--- src/rtl/mem_access_stage.sv ---
// mem_access_stage: memory-access pipeline stage.
// Issues data-memory requests for loads and stores, steers store data and
// byte enables, extracts and extends load data, and latches results for WB.
// Optional feature: define MEM_MISALIGN_TRAP_EN to block misaligned accesses
// and report them through the latched misalign_o flag.
//
// state  | meaning
// IDLE   | no access outstanding; zero-wait accesses complete here
// WAIT   | request issued, waiting for dmem_ack_i
// HOLD   | acked but WB latch not advancing; read data parked in buffer
module mem_access_stage #(
    parameter int DATA_W = 32,
    parameter int ADDR_W = 5
) (
    input  logic                  clk,
    input  logic                  reset,
    input  logic                  rf_we_i,
    input  logic                  mem_we_i,
    input  logic                  mem2rf_i,
    input  logic [1:0]            mem_size_i,
    input  logic                  mem_unsigned_i,
    input  logic [DATA_W-1:0]     mem_wdata_i,
    input  logic [ADDR_W-1:0]     rf_waddr_i,
    input  logic [DATA_W-1:0]     alu_result_i,
    input  logic                  latch_en,
    input  logic                  latch_clear,
    output logic                  dmem_req_o,
    output logic                  dmem_we_o,
    output logic [DATA_W-1:0]     dmem_addr_o,
    output logic [DATA_W-1:0]     dmem_wdata_o,
    output logic [DATA_W/8-1:0]   dmem_be_o,
    input  logic                  dmem_ack_i,
    input  logic [DATA_W-1:0]     dmem_rdata_i,
    output logic                  rf_we_o,
    output logic [ADDR_W-1:0]     rf_waddr_o,
    output logic                  mem2rf_o,
    output logic [DATA_W-1:0]     alu_result_o,
    output logic [DATA_W-1:0]     mem_rdata_o,
`ifdef MEM_MISALIGN_TRAP_EN
    output logic                  misalign_o,
`endif
    output logic [DATA_W-1:0]     rf_data_o,
    output logic [ADDR_W-1:0]     rf_dst_o,
    output logic                  rf_we_hu_o,
    output logic                  stall_o
);

    localparam int BE_W  = DATA_W / 8;
    localparam int OFF_W = $clog2(BE_W);

    typedef enum logic [1:0] {S_IDLE, S_WAIT, S_HOLD} state_t;

    state_t              state_q, state_d;
    logic [OFF_W-1:0]    offset;
    logic [1:0]          size_eff;
    logic [BE_W-1:0]     be_mask;
    logic [DATA_W-1:0]   wdata_rep;
    logic [DATA_W-1:0]   rd_shift;
    logic [DATA_W-1:0]   rd_top;
    logic [DATA_W-1:0]   load_ext;
    logic [6:0]          ext_sh;
    logic                blocked;
    logic                access;
    logic                in_hold;

    logic [DATA_W-1:0]   buf_q, buf_d;
    logic                rf_we_q, rf_we_d;
    logic [ADDR_W-1:0]   rf_waddr_q, rf_waddr_d;
    logic                mem2rf_q, mem2rf_d;
    logic [DATA_W-1:0]   alu_result_q, alu_result_d;
    logic [DATA_W-1:0]   mem_rdata_q, mem_rdata_d;

    assign offset   = alu_result_i[OFF_W-1:0];
    // A 32-bit datapath has no dword lanes, so dword degrades to word.
    assign size_eff = (DATA_W == 32 && mem_size_i == 2'b11) ? 2'b10 : mem_size_i;

`ifdef MEM_MISALIGN_TRAP_EN
    logic [3:0] size_bytes;
    logic       misalign_q, misalign_d;
    assign size_bytes = 4'd1 << size_eff;
    assign blocked    = (mem_we_i | mem2rf_i) &&
                        ((offset & OFF_W'(size_bytes - 4'd1)) != '0);
`else
    assign blocked = 1'b0;
`endif

    assign access  = (mem_we_i | mem2rf_i) & ~blocked;
    assign in_hold = (state_q == S_HOLD);

    // Reset gates the request combinationally so it drops without a clock.
    assign dmem_req_o   = reset & access & ~in_hold;
    assign stall_o      = dmem_req_o & ~dmem_ack_i;
    assign dmem_we_o    = dmem_req_o & mem_we_i;
    assign dmem_addr_o  = {alu_result_i[DATA_W-1:OFF_W], {OFF_W{1'b0}}};
    // Lanes shifted past the top of the word are simply dropped.
    assign dmem_be_o    = be_mask << offset;
    assign dmem_wdata_o = wdata_rep;

    assign rf_data_o  = alu_result_i;
    assign rf_dst_o   = rf_waddr_i;
    assign rf_we_hu_o = rf_we_i;

    // Byte-enable mask for the access size, before lane shifting.
    always_comb begin
        case (size_eff)
            2'b00:   be_mask = BE_W'(8'h01);
            2'b01:   be_mask = BE_W'(8'h03);
            2'b10:   be_mask = BE_W'(8'h0F);
            default: be_mask = BE_W'(8'hFF);
        endcase
    end

    // Replicate store data across every lane of its size.
    always_comb begin
        case (size_eff)
            2'b00:   wdata_rep = {BE_W{mem_wdata_i[7:0]}};
            2'b01:   wdata_rep = {(BE_W/2){mem_wdata_i[15:0]}};
            2'b10:   wdata_rep = {(BE_W/4){mem_wdata_i[31:0]}};
            default: wdata_rep = mem_wdata_i;
        endcase
    end

    assign rd_shift = dmem_rdata_i >> {offset, 3'b000};
    assign ext_sh   = 7'(DATA_W) - (7'd8 << size_eff);

    // Truncate to size by shifting to the top, then shift back to extend.
    always_comb begin
        rd_top = rd_shift << ext_sh;
        if (mem_unsigned_i) begin
            load_ext = rd_top >> ext_sh;
        end else begin
            load_ext = $signed(rd_top) >>> ext_sh;
        end
    end

    // Next-state logic; latch_clear deliberately has no effect here.
    always_comb begin
        state_d = state_q;
        case (state_q)
            S_IDLE: begin
                if (access && dmem_ack_i && !latch_en) begin
                    state_d = S_HOLD;
                end else if (access && !dmem_ack_i) begin
                    state_d = S_WAIT;
                end
            end
            S_WAIT: begin
                if (access && dmem_ack_i) begin
                    state_d = latch_en ? S_IDLE : S_HOLD;
                end else if (!access) begin
                    state_d = S_IDLE;
                end
            end
            S_HOLD: begin
                if (latch_en) begin
                    state_d = S_IDLE;
                end
            end
            default: state_d = S_IDLE;
        endcase
    end

    // Buffer and output-latch next values.
    always_comb begin
        buf_d        = buf_q;
        rf_we_d      = rf_we_q;
        rf_waddr_d   = rf_waddr_q;
        mem2rf_d     = mem2rf_q;
        alu_result_d = alu_result_q;
        mem_rdata_d  = mem_rdata_q;
        if (!in_hold && state_d == S_HOLD) begin
            buf_d = load_ext;
        end
        if (latch_clear) begin
            rf_we_d      = 1'b0;
            rf_waddr_d   = '0;
            mem2rf_d     = 1'b0;
            alu_result_d = '0;
            mem_rdata_d  = '0;
        end else if (latch_en) begin
            rf_we_d      = rf_we_i;
            rf_waddr_d   = rf_waddr_i;
            mem2rf_d     = mem2rf_i;
            alu_result_d = alu_result_i;
            mem_rdata_d  = in_hold ? buf_q : load_ext;
        end
    end

`ifdef MEM_MISALIGN_TRAP_EN
    // Misalign flag travels with the rest of the WB latch.
    always_comb begin
        misalign_d = misalign_q;
        if (latch_clear) begin
            misalign_d = 1'b0;
        end else if (latch_en) begin
            misalign_d = blocked;
        end
    end

    // Misalign flag register.
    always_ff @(posedge clk or negedge reset) begin
        if (!reset) begin
            misalign_q <= 1'b0;
        end else begin
            misalign_q <= misalign_d;
        end
    end

    assign misalign_o = misalign_q;
`endif

    // State, buffer and WB latch registers.
    always_ff @(posedge clk or negedge reset) begin
        if (!reset) begin
            state_q      <= S_IDLE;
            buf_q        <= '0;
            rf_we_q      <= 1'b0;
            rf_waddr_q   <= '0;
            mem2rf_q     <= 1'b0;
            alu_result_q <= '0;
            mem_rdata_q  <= '0;
        end else begin
            state_q      <= state_d;
            buf_q        <= buf_d;
            rf_we_q      <= rf_we_d;
            rf_waddr_q   <= rf_waddr_d;
            mem2rf_q     <= mem2rf_d;
            alu_result_q <= alu_result_d;
            mem_rdata_q  <= mem_rdata_d;
        end
    end

    assign rf_we_o      = rf_we_q;
    assign rf_waddr_o   = rf_waddr_q;
    assign mem2rf_o     = mem2rf_q;
    assign alu_result_o = alu_result_q;
    assign mem_rdata_o  = mem_rdata_q;

endmodule

--- config.mk ---
export PLATFORM = sky130hd
export DESIGN_NAME = mem_access_stage
export DESIGN_NICKNAME = d
export VERILOG_FILES = /design/src/rtl/mem_access_stage.sv
export SDC_FILE = /design/constraint.sdc
export NUM_CORES = 1
export LEC_CHECK = 0
export CAP_MARGIN = 20
export CORE_AREA = 2 2 113 115
export CTS_CLUSTER_DIAMETER = 60
export DETAILED_ROUTE_END_ITERATION = 16
export DIE_AREA = 0 0 115 117
export DONT_BUFFER_PORTS = 1
export GPL_TIMING_DRIVEN = 0
export MAX_ROUTING_LAYER = met4
export PLACE_DENSITY = 0.65
export SYNTH_ARGS = -nofsm -noshare
export SYNTH_HDL_FRONTEND = slang
export SYNTH_SLANG_ARGS = --single-unit
--- constraint.sdc ---
create_clock -name clk -period 3.6 [get_ports clk]
set_input_delay 0.54 -clock clk [delete_from_list [all_inputs] [get_ports clk]]
set_output_delay 0.54 -clock clk [all_outputs]
set_load 0.02 [all_outputs]
# Word-level counts from Yosys, hierarchy flattened
# Cells that the tools add are included.
dict set report word_totals {
  out_inout_bits 180
  in_bits 112
  register_bits 105
  elab_cells 58
}
dict set report classes {
  reduce_logical 10
  n_bitwise 7
  n_eq_ne 5
  addsub 1
  muxes 22
  shift 6
}
# operator n
set op_table {}
lappend op_table {{2-to-1 mux 32 bit} 6}
lappend op_table {{one-hot mux 32 bit (2 select lines)} 1}
lappend op_table {{left shift 32 x 7 -> 32 bit} 1}
lappend op_table {{right shift 32 x 5 -> 32 bit} 1}
lappend op_table {{right shift 32 x 7 -> 32 bit} 1}
lappend op_table {{>>> shifter 32 x 7 -> 32 bit} 1}
lappend op_table {{2-to-1 mux 2 bit} 7}
lappend op_table {{2-to-1 mux 5 bit} 2}
lappend op_table {{one-hot mux 4 bit (2 select lines)} 1}
lappend op_table {{left shift 4 x 2 -> 7 bit, first input constant} 1}
lappend op_table {{subtractor 6 x 7 -> 7 bit, first input constant} 1}
lappend op_table {{equality test 2 bit, second input constant} 3}
lappend op_table {{one-hot mux 2 bit (3 select lines)} 1}
lappend op_table {{bitwise AND 1 bit} 4}
lappend op_table {{equality test 2 x 1 -> 1 bit, second input constant} 2}
lappend op_table {{logical AND 1 bit} 4}
lappend op_table {{logical NOT 2 bit} 2}
lappend op_table {{2-to-1 mux 1 bit} 4}
lappend op_table {{left shift 4 x 2 -> 4 bit} 1}
lappend op_table {{logical NOT 1 bit} 3}
lappend op_table {{inverter 1 bit} 2}
lappend op_table {{nonzero test 2 bit} 1}
lappend op_table {{OR 1 bit} 1}

# Logic depth before layout (Yosys ltp)
dict set report logic_depth {
  ltp_word 10
  ltp_mapped 7
  depth_no_buf 4
}

# Least setup slack after synthesis
# No wires, ideal clock.
dict set report synth_timing {
  kind {input -> output}
  from {input port mem_size_i[0]}
  to {output port dmem_wdata_o[24]}
  arrival_ns 1.827
  path_buffers 2
  setup_slack_ns 1.233
  cell_stages 4
  required_time_ns 3.060
  cell_sequence {clkbuf_1 -> clkbuf_1 -> mux2i_1 -> o21ai_0}
}
dict set report synth_via {
  elab_chain_len 4
  elab_cells_between_ends 5
  classes_between {eq/ne: 2; mux: 2; reduce/logical: 1}
}
# element line_no
set synth_rtl {}
lappend synth_rtl {{start: declaration} 20} ;# input logic [1:0] mem_size_i,
lappend synth_rtl {{equality test 2 bit} 75} ;# assign size_eff = (DATA_W == 32 && mem_size_i == 2'b11) ? 2'b10 : mem_size_i;
lappend synth_rtl {{2-to-1 mux 2 bit *} 75}
lappend synth_rtl {{equality test 2 x 1 -> 1 bit / logical NOT 2 bit (equally long branches)} 115} ;# case (size_eff)
lappend synth_rtl {{one-hot mux 32 bit (2 select lines) *} 115}
lappend synth_rtl {{end: declaration} 30} ;# output logic [DATA_W-1:0] dmem_wdata_o,
# Mark *: on every way between the ends. The rest lies on a longest branch, timed or not.

# Worst setup path in the final report
dict set report layout_timing {
  from {register state_q[1]}
  to {output port stall_o}
}
dict set report layout_via {
  elab_chain_len 4
}
# element line_no
set layout_rtl {}
lappend layout_rtl {{start: declaration} 53} ;# state_t state_q, state_d;
lappend layout_rtl {{start signal: assignment} 223} ;# state_q <= state_d;
lappend layout_rtl {{equality test 2 bit} 88} ;# assign in_hold = (state_q == S_HOLD);
lappend layout_rtl {{inverter 1 bit} 91} ;# assign dmem_req_o = reset & access & ~in_hold;
lappend layout_rtl {{bitwise AND 1 bit} 91}
lappend layout_rtl {{bitwise AND 1 bit} 92} ;# assign stall_o = dmem_req_o & ~dmem_ack_i;
lappend layout_rtl {{end: declaration} 45} ;# output logic stall_o
# Every way passes these cells.

==> flow_summary.toml <==
[clock_network]
clk_latency_ps = 350
ctsRootBufferMaster = "clkbuf_16"
cts.sinks = 105
cts_tree = "yes"
clkTransAtPathRegs_ps = 70
cts_buffer_depth = 2
cts_buffers = 9
cts_setup_buffers = 0
h-tree-depth = 3

[critical_path]
crit_top_cell = "clkbuf_1"
cpPeakStageDelay_ps = 600
cp_max_fo = 10
crit_chain = "nand2b_1 > clkbuf_1 > clkbuf_1 > nand2_1 > nor3_1"
worst-path-stages = 5
r2r_end = "buf_q[26]"
r2r_slack_ps = 1500
critical_path_buf_inv_count = 2
arrival_ps = 2430
critPathSlowestCell = "nor3_1"
reg2reg_depth = 4
crit_required_ps = 3060
crit_path_start_kind = "register"
timing.rr.start = "state_q[1]"
crit_type = "register to output pin"
endpoint_kind = "output pin"
cpLargestDelayFamily = "simple AND/OR/NAND/NOR gates"

[global_routing]
grt_max_degree = 106
grt_pass1_wl_mm = 24.78
antenna_found_initial = 0
overflow = 0
track_usage_pct = 25.02
grt_pass1_vias = 4537

[yosys]
ys_types = 39
postSynthAreaPerCell_um2 = 9.638
synth_edf_count = 0
ys.flop_type = "dfrtp_1"
syn-cell-area_um2 = 5976
syn-instance-count = 620
synthArstFlopShare_pct = 100.0
ys_warn_count = 0
yosysSeqAreaShare_pct = 43.97
ys_seq_elements = 105

[die]
chipHeight_um = 117
coreArea_um2 = 12310
start_util_pct = 48.54
rows = 41
die_w_um = 115
dieArea_um2 = 13460
io_pins = 292

[power_and_ir_drop]
pwr_density_cell_nw_per_um2 = 486.0
ir_drop_mv = 0.2912
design_power_total_mw = 3.179
leakage_nw = 3.127

[placed_design]
dp.cells = 771
detailed_place_hpwl_mm = 12.84
preCtsSetupSlack_ps = 784.1
routabilityCongestion = 0.9190
io_buffer_count = 0
placed_cell_area_um2 = 6167

[timing]
whs_ps = 98.13
worst_pin_slew_ps = 909.3
layout_setup_ws_ps = 625.4
rsz0062_at_grt = "no"
period_share_pct = 82.63
relSlewSlack_pct = 38.52
fmax_mhz = 336.2
hold_violations = 0
finalSetupViolations = 0
tns_ps = 0
min_period_ps = 2975
finalMaxSlewViolations = 0
skew_ps = 5.698

[routing]
antenna_left = 0
dr_total_vias = 4692
wl_per_cell_um = 21.42
dr.pass1.iters = 4
vias_per_cell = 5.954
drc = 0
drt_iter0_drc = 297
routed_wl_mm = 16.88

[finish]
fin_cells = 788
design_area_um2 = 6540
drive_gt1_share_pct = 19.28
layout_common_cells = "105 x dfrtp_1, 79 x buf_4, 78 x mux2i_1"
nets = 745
antennaDiodeCount = 0
utilization_pct = 53.12
area_delta_synth_final_pct = 9.443
final_common_cell = "dfrtp_1"

[worst_hold_path]
worstHoldPathType = "input port to async pin"

[run_status]
outcome = "finished clean"

[flow_run]
max-cap-violations = 0
## layout make-up
type / count / area [µm²]
Fill cell: 1137 / 5772
Sequential cell: 105 / 2628
Multi-Input combinational cell: 392 / 2567
Buffer: 123 / 780.7
Clock buffer: 10 / 229.0
Tap cell: 150 / 187.7
Clock inverter: 6 / 116.4
Timing Repair Buffer: 1 / 27.53
Inverter: 1 / 3.754
## how the worst max path moves through the flow
stage	end	startpoint
6_report	stall_o	state_q[1]
5_1_grt	stall_o	state_q[1]
4_1_cts	stall_o	state_q[1]
3_5_place_dp	dmem_wdata_o[28]	mem_size_i[0]
3_3_place_gp	dmem_wdata_o[28]	mem_size_i[0]
2_1_floorplan	dmem_wdata_o[24]	mem_size_i[0]
## state kept, by name, indices dropped and copies added (netlist names)
name          flops
mem2rf_o          1
rf_waddr_o        5
mem_rdata_o      32
rf_we_o           1
state_q           2
buf_q            32
alu_result_o     32
## cell usage after synthesis (2+ instances only)
cell type  count  area, µm²
mux2i_1       78      780.8
buf_6          2      22.52
nor3_1         3      15.01
nor2b_1        3      18.77
nor2_1        74      277.8
buf_2          6      30.03
o21a_1         8      60.06
o22a_1         8      70.07
o21ai_0       35      175.2
a21o_1         7      52.55
a311oi_1      16      140.1
a21oi_1       25      125.1
nand2_1       67      251.5
clkbuf_1      35      131.4
a22o_1        14      122.6
mux2_2        16      180.2
a31oi_1       16      100.1
dfrtp_1      105       2628
buf_4         79      593.1
nand2b_1       4      25.02
## where the power goes
part / internal [mW] / total, mW / switching [mW] / leakage [nW]
Combinational: 0.236 / 0.596 / 0.361 / 1.60
Sequential: 1.31 / 1.46 / 0.149 / 1.36
Clock: 0.684 / 1.13 / 0.442 / 0.167
Total: 2.23 / 3.18 / 0.951 / 3.13
## layer usage
| layer | up-vias | global-route usage [%] | wire (µm) |
|---|---|---|---|
| met5 | - | - | 0 |
| met4 | 0 | 8.675 | 395 |
| met3 | 30 | 7.415 | 1551 |
| met2 | 249 | 43.02 | 8649 |
| met1 | 2308 | 27.89 | 6285 |
| li1 | 2105 | - | - |
## cells by family (layout without fill, tap and decap cells)
group | Yosys count | after routing | synth area share (%)
and+or+nand+nor | 159 | 159 | 10.87
AOI/OAI and AO/OA | 136 | 136 | 15.52
buffers and inverters | 124 | 141 | 13.13
DFF | 105 | 105 | 43.97
muxes | 95 | 95 | 16.46
other | 1 | 2 | 0.06275
## what timing repair did
action	CTS	global route
hold buffers	1	0
setup endpoints to repair	0	0
endpoints found under the hold margin	105	0
resized for setup	0	0
No activity file was read; power rests on OpenSTA's default activity.
